`config.mk`:
```
export PLATFORM = sky130hd
export DESIGN_NAME = sparc_exu_yreg_bank
export DESIGN_NICKNAME = d
export VERILOG_FILES = /design/src/rtl/sparc_exu_yreg_bank.sv
export SDC_FILE = /design/constraint.sdc
export NUM_CORES = 1
export LEC_CHECK = 0
export ABC_AREA = 0
export ABC_CLOCK_PERIOD_IN_PS = 3600
export CORE_ASPECT_RATIO = 0.75
export CORE_MARGIN = 5
export CORE_UTILIZATION = 55
export CTS_CLUSTER_SIZE = 30
export DETAILED_ROUTE_END_ITERATION = 10
export PLACE_DENSITY = 0.8
export SKIP_CTS_REPAIR_TIMING = 1
export SLEW_MARGIN = 15
export SYNTH_ARGS = -nofsm -noshare
export SYNTH_HDL_FRONTEND = slang
export SYNTH_SLANG_ARGS = --single-unit
```
`constraint.sdc`:
```
create_clock -name clk -period 3.6 [get_ports clk]
set_clock_uncertainty 0.05 [all_clocks]
set_input_delay 1.08 -clock clk [delete_from_list [all_inputs] [get_ports clk]]
set_output_delay 1.08 -clock clk [all_outputs]
set_load 0.02 [all_outputs]
```
`src/rtl/sparc_exu_yreg_bank.sv`:
```
// rtl/sparc_exu_yreg_bank.sv - per-thread Y register bank with MULScc shift and serial shift sequencer
// Optional read bypass of pending W/G writes: define YREG_BYPASS_EN.
module sparc_exu_yreg_bank #(
  parameter int NTHR  = 4,
  parameter int WIDTH = 32,
  parameter int TW    = 2,
  parameter int CW    = 6
) (
  input  logic             clk,
  input  logic             arst_l,
  input  logic             se,
  input  logic [WIDTH-1:0] wr_w_data,
  input  logic [NTHR-1:0]  wr_w_en,
  input  logic [WIDTH-1:0] wr_g_data,
  input  logic [NTHR-1:0]  wr_g_en,
  input  logic [NTHR-1:0]  shift_en,
  input  logic             shift_bit,
  input  logic [TW-1:0]    rd_thr,
  output logic [WIDTH-1:0] rd_data,
  output logic [NTHR-1:0]  lsb_l,
  input  logic             seq_start,
  input  logic [TW-1:0]    seq_thr,
  input  logic [CW-1:0]    seq_cnt,
  input  logic             seq_bit,
  input  logic             seq_bit_vld,
  output logic             seq_bit_rdy,
  output logic             seq_busy,
  output logic             seq_done,
  output logic             seq_abort,
  output logic             wr_collide
);

  localparam logic [0:0]    ST_IDLE  = 1'b0;
  localparam logic [0:0]    ST_SHIFT = 1'b1;
  localparam logic [TW:0]   NTHR_W   = (TW+1)'(NTHR);
  localparam logic [CW-1:0] CNT_MAX  = CW'(WIDTH);

  logic [WIDTH-1:0] y_q [NTHR];
  logic [WIDTH-1:0] wr_w_data_q;
  logic [0:0]       state_q;
  logic [TW-1:0]    thr_q;
  logic [CW-1:0]    cnt_q;
  logic             done_q;
  logic             abort_q;

  logic [NTHR-1:0]  thr_sel;
  logic             hit_wg;
  logic             hit_any;
  logic             seq_fire;
  logic             start_ok;
  logic [CW-1:0]    cnt_clamp;
  logic             unused_se;

  assign unused_se = se;

  always_comb begin
    thr_sel = '0;
    for (int i = 0; i < NTHR; i++) begin
      thr_sel[i] = (thr_q == TW'(i));
    end
  end

  // Any higher-priority update of the latched thread stalls the sequencer; only writes abort it.
  assign seq_busy    = (state_q == ST_SHIFT);
  assign hit_wg      = |((wr_w_en | wr_g_en) & thr_sel);
  assign hit_any     = |((wr_w_en | wr_g_en | shift_en) & thr_sel);
  assign seq_bit_rdy = seq_busy & ~hit_any;
  assign seq_fire    = seq_bit_rdy & seq_bit_vld;
  assign start_ok    = seq_start & ~seq_busy & ({1'b0, seq_thr} < NTHR_W);
  assign cnt_clamp   = (seq_cnt > CNT_MAX) ? CNT_MAX : seq_cnt;
  assign seq_done    = done_q;
  assign seq_abort   = abort_q;
  assign wr_collide  = arst_l & (|(wr_w_en & wr_g_en));

  always_ff @(posedge clk or negedge arst_l) begin
    if (!arst_l) begin
      wr_w_data_q <= '0;
      for (int i = 0; i < NTHR; i++) begin
        y_q[i] <= '0;
      end
    end else begin
      wr_w_data_q <= wr_w_data;
      for (int i = 0; i < NTHR; i++) begin
        if (wr_w_en[i]) begin
          y_q[i] <= wr_w_data_q;
        end else if (wr_g_en[i]) begin
          y_q[i] <= wr_g_data;
        end else if (shift_en[i]) begin
          y_q[i] <= {shift_bit, y_q[i][WIDTH-1:1]};
        end else if (seq_fire && thr_sel[i]) begin
          y_q[i] <= {seq_bit, y_q[i][WIDTH-1:1]};
        end
      end
    end
  end

  always_ff @(posedge clk or negedge arst_l) begin
    if (!arst_l) begin
      state_q <= ST_IDLE;
      thr_q   <= '0;
      cnt_q   <= '0;
      done_q  <= 1'b0;
      abort_q <= 1'b0;
    end else begin
      done_q  <= 1'b0;
      abort_q <= 1'b0;
      if (state_q == ST_IDLE) begin
        if (start_ok) begin
          if (cnt_clamp == '0) begin
            done_q <= 1'b1;
          end else begin
            state_q <= ST_SHIFT;
            thr_q   <= seq_thr;
            cnt_q   <= cnt_clamp;
          end
        end
      end else begin
        if (hit_wg) begin
          state_q <= ST_IDLE;
          abort_q <= 1'b1;
        end else if (seq_fire) begin
          cnt_q <= cnt_q - CW'(1);
          if (cnt_q == CW'(1)) begin
            state_q <= ST_IDLE;
            done_q  <= 1'b1;
          end
        end
      end
    end
  end

  always_comb begin
    rd_data = '0;
    if (arst_l && ({1'b0, rd_thr} < NTHR_W)) begin
`ifdef YREG_BYPASS_EN
      if (wr_w_en[rd_thr]) begin
        rd_data = wr_w_data_q;
      end else if (wr_g_en[rd_thr]) begin
        rd_data = wr_g_data;
      end else begin
        rd_data = y_q[rd_thr];
      end
`else
      rd_data = y_q[rd_thr];
`endif
    end
  end

  always_comb begin
    lsb_l = '0;
    for (int i = 0; i < NTHR; i++) begin
      lsb_l[i] = ~y_q[i][0];
    end
  end

endmodule
```
Word level (Yosys, flattened, before mapping):

Index checks and enable logic that the tools add are counted.

* register bits: 171
* logic and storage cells: 93

* add/sub/neg operators: 1
* $lt $le $gt $ge: 2
* equal/unequal tests: 7
* muxes and demuxes: 40
* bitwise logic cells: 17
* reductions and logical operators: 16

Operator list (count)
* $mux 32: 19
* $bmux 32 s2: 1
* $mux 6: 6
* $reduce_bool 4->1: 4
* $mux 1: 14
* $and 4x4->4: 3
* $reduce_or 4->1: 3
* $or 4x4->4: 2
* $not 1->1: 7
* $eq 6x1->1 const B: 1
* $gt 6x6->1 const B: 1
* $logic_not 6->1: 1
* $sub 6x1->6 const B: 1
* $and 1x1->1: 4
* $eq 2x2->1 const B: 2
* $logic_and 1x1->1: 4
* $ne 2x2->1 const B: 2
* $reduce_and 4->1: 1
* $ge 3x3->1 const B: 1
* $not 2->3: 1
* $reduce_and 3->1: 1
* $eq 2x1->1 const B: 1
* $logic_not 2->1: 1
* $ne 2x1->1 const B: 1
* $reduce_bool 2->1: 1

Logic depth before layout (Yosys ltp):

* depth in word-level cells: 12
* depth in mapped cells: 7

Worst setup path after synthesis:

Ideal clock, no wire load.

* path kind: input port to output port
* start: input port rd_thr[1]
* end: output port rd_data[10]
* arrival: 2.341 ns
* path slack: 0.129 ns
* stages on the path: 4
* buffers on the path: 2
* cells stage by stage: clkbuf_1 buf_2 mux4_2 and2_1

* longest elaborated chain between the ends: 5

Ends and longest elaborated chain
* start, declared: RTL line 18 `input logic [TW-1:0] rd_thr,`
* $not 2->3 (implied by the code): RTL line 144 `rd_data = y_q[rd_thr];`
* $bmux 32 s2: RTL line 144
* $mux 32 (implied by the code) (2 in series): RTL line 144
* $mux 32: RTL line 134 `if (arst_l && ({1'b0, rd_thr} < NTHR_W)) begin`
* end, declared: RTL line 19 `output logic [WIDTH-1:0] rd_data,`

Every way passes these cells. The select of a mux whose other input is x is not followed.

Worst setup path in the final report:

* start: input port shift_en[3]
* end: output port seq_bit_rdy

* longest elaborated chain between the ends: 5

Ends and longest elaborated chain
* start, declared: RTL line 16 `input logic [NTHR-1:0] shift_en,`
* $or 4x4->4: RTL line 66 `assign hit_any = |((wr_w_en | wr_g_en | shift_en) & thr_sel);`
* $and 4x4->4: RTL line 66
* $reduce_or 4->1: RTL line 66
* $not 1->1: RTL line 67 `assign seq_bit_rdy = seq_busy & ~hit_any;`
* $and 1x1->1: RTL line 67
* end, declared: RTL line 26 `output logic seq_bit_rdy,`

Every way passes these cells.

==> flow_summary.ini <==
[logic_synthesis]
synth_top_family_by_area = multiplexers
synth-compound-area-share = 0.1600
synth_common_cells = dfrtp_1, nand2_1, mux2i_1, o21ai_0, nor2_1
syn-num-nets = 1146
synth_area_leaders = dfrtp_1, mux2i_1, mux4_2
synth-xor-area-share = 0
synth_seq_cells = 171
netlist_area_um2 = 9736
ys.flop_type = dfrtp_1
syn_inst = 1051
synth_area_leader_cell = dfrtp_1
yosys_warnings = 0
synth-adder-area-share = 0.002570
yosys.area_share.simple = 0.1410
avgSynthCellArea_um2 = 9.263
synth_most_common_cell = dfrtp_1
synth-edff-count = 0
yosysSeqAreaShare = 0.4395
async_flop_share = 1.000
yosys.area.top_type_share = 0.4395
ys_types = 41
synthMuxAreaShare = 0.2142

[drt]
drt_iter0_drc = 754
wl_per_cell_um = 18.65
viasPerCell = 5.856
drtPass1Iterations = 7
drt-total-wl_um = 26440
ant_nets = 0
via_count = 8304
drc = 0

[setup_path]
crit_path_start_kind = input pin
crit_arrival_ns = 2.40
path_max_fanout = 2
crit_type = input pin to output port
crit_path_end_kind = output port
ff2ff_path_depth = 4
cp.required_ns = 2.47

[hold_path]
hold_class = register to register
worstHoldPathCells = 2

[place]
placement.io_buffers = 132
post_dp_cell_area_um2 = 11400
place.gp.congestion = 0.8560
hpwl_um = 17410
dp.cells = 1386

[timing]
finalSetupViolCount = 0
hold_ws_ns = 0.4530
fmaxAchievable_ghz = 0.2834
fin_crit_sh = 0.9801
tightest_slew_ns = 0.7556
hold_viol_final = 0
rsz0062_at_grt = no
slew_violations = 0
relSlewSlack = 0.4963
finalCriticalPeriod_ns = 3.528

[global_routing]
grt_pass1_vias = 8235
antenna_found_initial = 1
grt_usage = 0.2629
grt_pass1_wl_um = 43150
gr-total-overflow = 0
grt_max_degree = 66

[status]
status = finished clean

[die]
fp-row-count = 42
die_w_um = 163.6
die_area_um2 = 20490
initial_core_util = 0.5563
fp.dieH_um = 125.2
core-area_um2 = 17500
ios = 134

[flow_run]
maxCapViolCount = 0

[clock_tree]
cts.sinks = 171
htree_num_levels = 4
clk_pin_slew_ns = 0.07
ctsLongestPathBuffers = 2
clock_latency_ns = 0.43
cts_tree = yes
cts.root.buffer_cell = clkbuf_16
cts_inserted_buffers = 17

[pwr]
peakVddDrop_uv = 319.4
power_mw = 5.650
cellLeakagePower_nw = 5.611
powerDensity_nw_per_um2 = 466.6

[final_layout]
syn2layout_area_growth_pct = 24.38
antennaDiodeCount = 0
design_area_um2 = 12110
fin_cells = 1418
drive_gt1_frac = 0.1122
fin_nets = 1258
## power breakdown
group,internal [mW],switching (mW)
Combinational,0.631,0.663
Clock,1.16,0.797
Sequential,2.16,0.246
Total,3.94,1.71
## cell families (layout without fill, tap and decap cells)
kind of cell / count (synthesis) / in the layout
and+or+nand+nor: 327 / 327
DFF: 171 / 171
adders and majority gates: 2 / 2
AOI/OAI and AO/OA: 289 / 289
muxes: 167 / 167
buffers and inverters: 95 / 220
## layout make-up
cell class / count / area [um^2]
tap: 242 / 302.8
sequential: 171 / 4279
clock inverter: 12 / 161.4
multi-input combinational: 785 / 5046
timing repair buffer: 178 / 1815
inverter: 10 / 37.54
clock buffer: 20 / 466.7
fill: 1334 / 5390
## critical path, cell delays in order
cell	delay, ns
clkdlybuf4s50_1	0.49
o311ai_4	0.28
o311ai_2	0.16
nor2_1	0.14
dlymetal6s2s_1	0.25
## final timing paths
check	start	to	slack, ns
min in group asynchronous	arst_l	wr_w_data_q[31]$_DFF_PN0_	0.49
min reg2reg	y_q[37]$_DFFE_PN0P_	y_q[37]$_DFFE_PN0P_	0.45
max reg2reg	seq_busy$_DFF_PN0_	y_q[110]$_DFFE_PN0P_	1.56
min	y_q[37]$_DFFE_PN0P_	y_q[37]$_DFFE_PN0P_	0.45
max	shift_en[3]	seq_bit_rdy	0.07
max in group asynchronous	arst_l	y_q[84]$_DFFE_PN0P_	2.27
## per-stage QoR
stage | setup slack [ns] | utilization | TNS, ns
global route | 0.03811 | 0.6920 | 0
finish | 0.07157 | 0.6920 | 0
detailed placement | -0.2818 | 0.6514 | -5.878
global placement | -0.2987 | 0.6514 | -5.239
CTS | -0.2863 | 0.6873 | -6.015
floorplan | 0.1291 | - | 0
## state kept, by name (all words and copies together), names as in the netlist
| name | flops |
|---|---|
| seq_busy | 1 |
| wr_w_data_q | 32 |
| cnt_q | 6 |
| seq_abort | 1 |
| y_q | 128 |
| seq_done | 1 |
| thr_q | 2 |
## layer usage
metal / vias to the layer above / part of all wire / track usage
met1: 4016 / 0.46 / 0.3984
met5: - / 0.00026 / 0
li1: 3904 / - / -
met4: 2 / 0.014 / 0.07298
met3: 30 / 0.084 / 0.06020
met2: 352 / 0.44 / 0.3826
## cells in the final DEF, fill, tap and decap left out, drive strengths merged, types with 2 or more instances in the layout
cell type      count
a21o               2
a21oi            129
a22oi              2
and2              33
buf               56
bufinv             3
clkbuf            21
clkdlybuf4s50     88
clkinv             4
clkinvlp           2
dfrtp            171
dlymetal6s2s      33
ha                 2
inv               13
mux2i            133
mux4              33
nand2            142
nand2b             4
nand3              3
nor2             131
nor3               6
nor3b              3
nor4               2
o21a               2
o21ai            136
o221a              3
o22ai              3
o311ai             3
o31a               2
o32a               2
Note: power is estimated with default switching activity, not from simulation.
